===== src/rtl/enc_xor_stage.sv =====
`default_nettype none
// ============================================================================
//  Module      : enc_xor_stage
//  Description : Whitening stage for the tail of the encryption datapath.
//                Each accepted word is XORed with a loadable key register.
//                The result is placed in a two-entry FIFO buffer. The buffer
//                decouples the upstream and downstream valid/ready handshakes
//                and sustains one word per cycle. An accepted-word counter
//                is also provided.
//
//  Optional feature (compile-time macro):
//    ENC_XOR_STAGE_ROTKEY_EN : when defined, the key rotates left by one bit
//                              after every accepted word. A key_load in the
//                              same cycle wins, and the loaded value is kept
//                              unrotated.
//
//  Parameters
//    DATA_W   : data / key width in bits (>= 2)
//    KEY_INIT : key register value after reset
//    CNT_W    : width of the accepted-word counter
//
//  Ports
//    clk       in   1       clock, rising edge
//    rst       in   1       synchronous active-high reset
//    key_load  in   1       load key_in into the key register
//    key_in    in   DATA_W  new key value
//    valid_in  in   1       upstream word valid
//    in_data   in   DATA_W  upstream word
//    ready_out out  1       stage can accept a word (to upstream)
//    out_data  out  DATA_W  transformed word at buffer head
//    valid_out out  1       out_data valid (to downstream)
//    ready_in  in   1       downstream can accept
//    word_cnt  out  CNT_W   words accepted since reset (wrapping)
//
//  Revision    : 1.0 - initial release
// ============================================================================
module enc_xor_stage #(
   parameter int                DATA_W   = 16,
   parameter logic [DATA_W-1:0] KEY_INIT = 16'hAAAA,
   parameter int                CNT_W    = 8
) (
   input  logic              clk,
   input  logic              rst,
   input  logic              key_load,
   input  logic [DATA_W-1:0] key_in,
   input  logic              valid_in,
   input  logic [DATA_W-1:0] in_data,
   output logic              ready_out,
   output logic [DATA_W-1:0] out_data,
   output logic              valid_out,
   input  logic              ready_in,
   output logic [CNT_W-1:0]  word_cnt
);

   localparam logic [1:0] OCC_EMPTY = 2'd0;
   localparam logic [1:0] OCC_ONE   = 2'd1;
   localparam logic [1:0] OCC_FULL  = 2'd2;

   // ------------------------------------------------------------------------
   // State
   // ------------------------------------------------------------------------
   logic [DATA_W-1:0] buf_q [2];
   logic [DATA_W-1:0] buf_d [2];
   logic              head_q;
   logic              head_d;
   logic [1:0]        occ_q;
   logic [1:0]        occ_d;
   logic [DATA_W-1:0] key_q;
   logic [DATA_W-1:0] key_d;
   logic [CNT_W-1:0]  cnt_q;
   logic [CNT_W-1:0]  cnt_d;

   // ------------------------------------------------------------------------
   // Handshake decode
   // ------------------------------------------------------------------------
   logic push;
   logic pop;
   logic tail_idx;

   // ready_out depends on registered occupancy only, so there is no
   // combinational path from ready_in or valid_in to ready_out.
   assign ready_out = (occ_q != OCC_FULL);
   assign valid_out = (occ_q != OCC_EMPTY);
   assign out_data  = buf_q[head_q];
   assign word_cnt  = cnt_q;

   assign push = valid_in && ready_out;
   assign pop  = valid_out && ready_in;

   // The write slot sits directly behind the head. With occ=0 that slot is
   // the head itself. With occ=1 it is the other slot. No push happens at
   // occ=2. A push together with a pop at occ=1 writes the other slot, and
   // the head pointer advances onto it in the same edge.
   assign tail_idx = head_q ^ occ_q[0];

   // ------------------------------------------------------------------------
   // Buffer next-state
   // ------------------------------------------------------------------------
   always_comb begin
      buf_d[0] = buf_q[0];
      buf_d[1] = buf_q[1];
      if (push) begin
         // The key sampled here is the pre-edge value, so a word accepted
         // together with key_load still uses the old key.
         buf_d[tail_idx] = in_data ^ key_q;
      end
   end

   always_comb begin
      head_d = head_q;
      if (pop) begin
         head_d = ~head_q;
      end
   end

   always_comb begin
      occ_d = occ_q;
      unique case ({push, pop})
         2'b10:   occ_d = occ_q + 2'd1;
         2'b01:   occ_d = occ_q - 2'd1;
         default: occ_d = occ_q;
      endcase
   end

   // ------------------------------------------------------------------------
   // Key register next-state
   // ------------------------------------------------------------------------
   logic [DATA_W-1:0] key_rot;

   assign key_rot = {key_q[DATA_W-2:0], key_q[DATA_W-1]};

`ifdef ENC_XOR_STAGE_ROTKEY_EN
   always_comb begin
      key_d = key_q;
      if (key_load) begin
         key_d = key_in;
      end else if (push) begin
         key_d = key_rot;
      end
   end
`else
   // Rotation is unused in this build. Keep the net referenced so the
   // datapath structure stays identical between the two builds.
   logic key_rot_unused;
   assign key_rot_unused = ^key_rot;

   always_comb begin
      key_d = key_q;
      if (key_load) begin
         key_d = key_in;
      end
   end
`endif

   // ------------------------------------------------------------------------
   // Accepted-word counter; wraps naturally at 2^CNT_W
   // ------------------------------------------------------------------------
   always_comb begin
      cnt_d = cnt_q;
      if (push) begin
         cnt_d = cnt_q + {{(CNT_W-1){1'b0}}, 1'b1};
      end
   end

   // ------------------------------------------------------------------------
   // Registers
   // ------------------------------------------------------------------------
   // The buffer storage is cleared on reset. After reset, out_data then reads
   // zero until the first word arrives, and head_q returns to slot 0.
   always_ff @(posedge clk) begin
      if (rst) begin
         buf_q[0] <= '0;
         buf_q[1] <= '0;
         head_q   <= 1'b0;
         occ_q    <= OCC_EMPTY;
         key_q    <= KEY_INIT;
         cnt_q    <= '0;
      end else begin
         buf_q[0] <= buf_d[0];
         buf_q[1] <= buf_d[1];
         head_q   <= head_d;
         occ_q    <= occ_d;
         key_q    <= key_d;
         cnt_q    <= cnt_d;
      end
   end

   // OCC_ONE names the single-entry state for readers. The decode above
   // only needs occ_q[0] to locate the write slot.
   logic occ_one_unused;
   assign occ_one_unused = (occ_q == OCC_ONE);

endmodule
`default_nettype wire


===== config.mk =====
export PLATFORM = sky130hd
export DESIGN_NAME = enc_xor_stage
export DESIGN_NICKNAME = d
export VERILOG_FILES = /design/src/rtl/enc_xor_stage.sv
export SDC_FILE = /design/constraint.sdc
export NUM_CORES = 1
export LEC_CHECK = 0
export ABC_AREA = 1
export BUFFER_PORTS_ARGS = -buffer_cell sky130_fd_sc_hd__buf_2
export CAP_MARGIN = 40
export CORE_UTILIZATION = 40
export DETAILED_ROUTE_END_ITERATION = 6
export GPL_ROUTABILITY_DRIVEN = 1
export PLACE_DENSITY_LB_ADDON = 0.2
export SLEW_MARGIN = 20
export SYNTH_ARGS = -nofsm -noshare
export SYNTH_HDL_FRONTEND = slang
export SYNTH_SLANG_ARGS = --single-unit

===== constraint.sdc =====
create_clock -name clk -period 1.3 [get_ports clk]
set_input_delay 0.26 -clock clk [delete_from_list [all_inputs] [get_ports clk]]
set_output_delay 0.26 -clock clk [all_outputs]
set_load 0.01 [all_outputs]

==> out/metrics.cfg <==
[run_status]
outcome = finished with violations
failed_checks = negative setup slack

[timing]
slew_violations = 0
rsz0062_at_grt = yes
tightestPinTransition_ns = 0.507
clock_skew_ns = 0.00896
setup_viol_count_final = 51
period_share_pct = 123
maxSlewHeadroom_pct = 66.2
fin_crit_ns = 1.60
final-hold-violation-count = 0
layout_setup_ws_ns = -0.295
max_freq_ghz = 0.627
holdWs_ns = 0.116

[yosys]
post_synth_num_cell_types = 24
synth.avg_cell_area_sq_um = 7.65
postSynthNetCount = 400
yosysWarnings = 0
register_bit_total_from_synthesis = 60
synth_sequential_area_ratio_pct = 43.5
synth_top_area_share_pct = 43.5
netlist_area_sq_um = 2760
yosys.area.top_type = sky130_fd_sc_hd__dfxtp_1
synth_cells = 361
netlist_top_cells_area = sky130_fd_sc_hd__dfxtp_1 43%, sky130_fd_sc_hd__nor2_1 12%, sky130_fd_sc_hd__nand2_1 8.8%

[run]
maxCapViolations = 0

[detailed_routing]
detail_route.vias_per_cell = 4.99
antenna_violating_nets_post_route = 0
wl_mm = 7.98
drt_iter0_markers = 114
dr.pass1.iters = 4
route.detailed.wl_per_inst_microns = 15.1
vias = 2628
drc_errors = 0

[floorplanning]
initial_core_util_pct = 42.5
boundaryPins = 63
die_area_sq_um = 7240
std_cell_rows = 29
fp.dieW_microns = 85.1
die_height_microns = 85.1
core_area_sq_um = 6490

[critical_path]
reg2reg_slack_ns = -0.11
setup.worst_path.end_class = primary output
worst_setup_path_start_kind = flop
arrival_time_reported_for_the_critical_path_endpoint_ns = 1.34
critPathRequiredTime_ns = 1.04
critPathKind = flop to primary output
timing.critical_path.fanout_max = 7

[clock_tree]
clock_tree.htree_level_count = 3
cts.sink_count = 60
post_cts_hold_buffer_count = 0
clock_tree.root_cell = sky130_fd_sc_hd__clkbuf_8
clk-insertion-delay-late_ns = 0.36
tritoncts = done
cts_buffer_depth = 2
cts_inserted_buffers = 9
clk_pin_slew_worst_setup_hold_paths_ns = 0.07

[grt]
grt_pass1_wl_mm = 11.0
maximum_number_of_pins_on_one_net_before_global_route_repair = 39
first_global_vias = 2381
gr-usage-all-layers_pct = 19.7
globalRouteOverflowTotal = 0
antenna_violations_before_repair = 0

[power]
power_density_normalized_to_cell_area_nw_per_um2 = 1810
ir_worst_vdd_uv = 758
design_power_total_mw = 7.38
power.leakage_nw = 1.81

[finish]
drive_gt1_share_pct = 41.1
stdcell_count = 527
num_antenna_cells = 0
layout.nets = 484
final_common_cell = sky130_fd_sc_hd__nor2_1
layout_common_cells = 80 x sky130_fd_sc_hd__nor2_1, 62 x sky130_fd_sc_hd__nand2_1, 56 x sky130_fd_sc_hd__dfxtp_1
number_of_fillers_in_the_final_layout = 566
area.growth.synth_to_final_pct = 47.5

[placed_design]
routabilityCongestion = 0.762
dp_slack_ns = -0.0422
placement.io_buffers = 62
placed_wire_length_estimate_after_detailed_placement_mm = 4.45
cell_total_after_placement = 499

[min_path]
holdCritPathClass = primary input to flop

==> registers in the layout, summed over array words and instances (netlist names), named ones only <==
name and count:
buf_q 32, occ_q 2, word_cnt 8, key_q 16, head_q 1
==> kinds of logic (layout without fill, tap and decap cells) <==
kind of cell               count (synthesis)  in the layout  share of synthesized area [%]
adders and majority gates                  2              2                          0.906
muxes                                     16             16                           6.52
xor gates and xnor gates                  18             18                           6.25
AOI/OAI and AO/OA                         23             23                           4.26
DFF                                       60             60                           43.5
and+or+nand+nor                          213            213                           33.2
buffers and inverters                     29            118                           5.39
==> report_power, final <==
part,leakage (nW),switching (mW),internal (mW)
Clock,0.0896,0.826,0.699
Combinational,1.22,1.64,1.71
Sequential,0.498,0.295,2.21
==> worst max-delay path: stages, from the launching register on <==
cell and delay (ns):
sky130_fd_sc_hd__dfxtp_4 0.38, sky130_fd_sc_hd__buf_8 0.15, sky130_fd_sc_hd__mux2_4 0.32, sky130_fd_sc_hd__buf_6 0.12
==> timing repair <==
action                     in CTS  in global routing
resized for setup              46                 54
gates cloned                    0                  9
setup endpoints to repair      37                 53
setup buffers                   1                  2
pin swaps                       1                 22
==> worst paths after layout <==
check	start	to	cells past startpoint
worst max register to register	occ_q[0]	buf_q[1][3]	8
worst min register to register	key_q[15]	key_q[15]	2
worst min-delay path	key_in[13]	key_q[13]	3
worst max-delay path	flop	out_data[12]	3
==> layout make-up <==
type / instances / area, sq um / share of cell area, %
Clock inverter: 7 / 52.6 / 1.29
Inverter: 10 / 45.0 / 1.11
Tap cell: 77 / 96.3 / 2.36
Clock buffer: 9 / 124 / 3.04
Timing Repair Buffer: 92 / 836 / 20.5
Sequential cell: 60 / 1220 / 29.9
Multi-Input combinational cell: 272 / 1700 / 41.8
==> metal layers <==
metal / part of all wire, % / track usage (%) / vias to the layer above
li1: - / - / 1331
met1: 45 / 25.8 / 1195
met2: 48 / 30.9 / 80
met3: 4.4 / 4.28 / 22
met4: 3.2 / 9.40 / 0
met5: 0 / 0 / -
==> synthesized netlist by cell type, drive strengths merged <==
cell type and number:
a21oi 9, nand4 3, xor2 1, nand3 43, nor2 99, nor3 1, o21a 1, buf 9
o21ai 13, ha 2, clkbuf 10, dfxtp 60, mux2 16, xnor2 17, nand2 67, inv 10
==> through the flow <==
stage / utilization, % / setup TNS, ns / cell area, sq um
after detailed placement: 50.4 / -0.230 / 3270
after floorplan: - / -0.00949 / 2810
after CTS: 56.5 / -4.36 / 3670
after global routing: 62.7 / -8.91 / 4070
after global placement: 50.4 / 0 / 3270
final: 62.7 / -6.60 / 4070
Power figures use the tool's default switching activity.
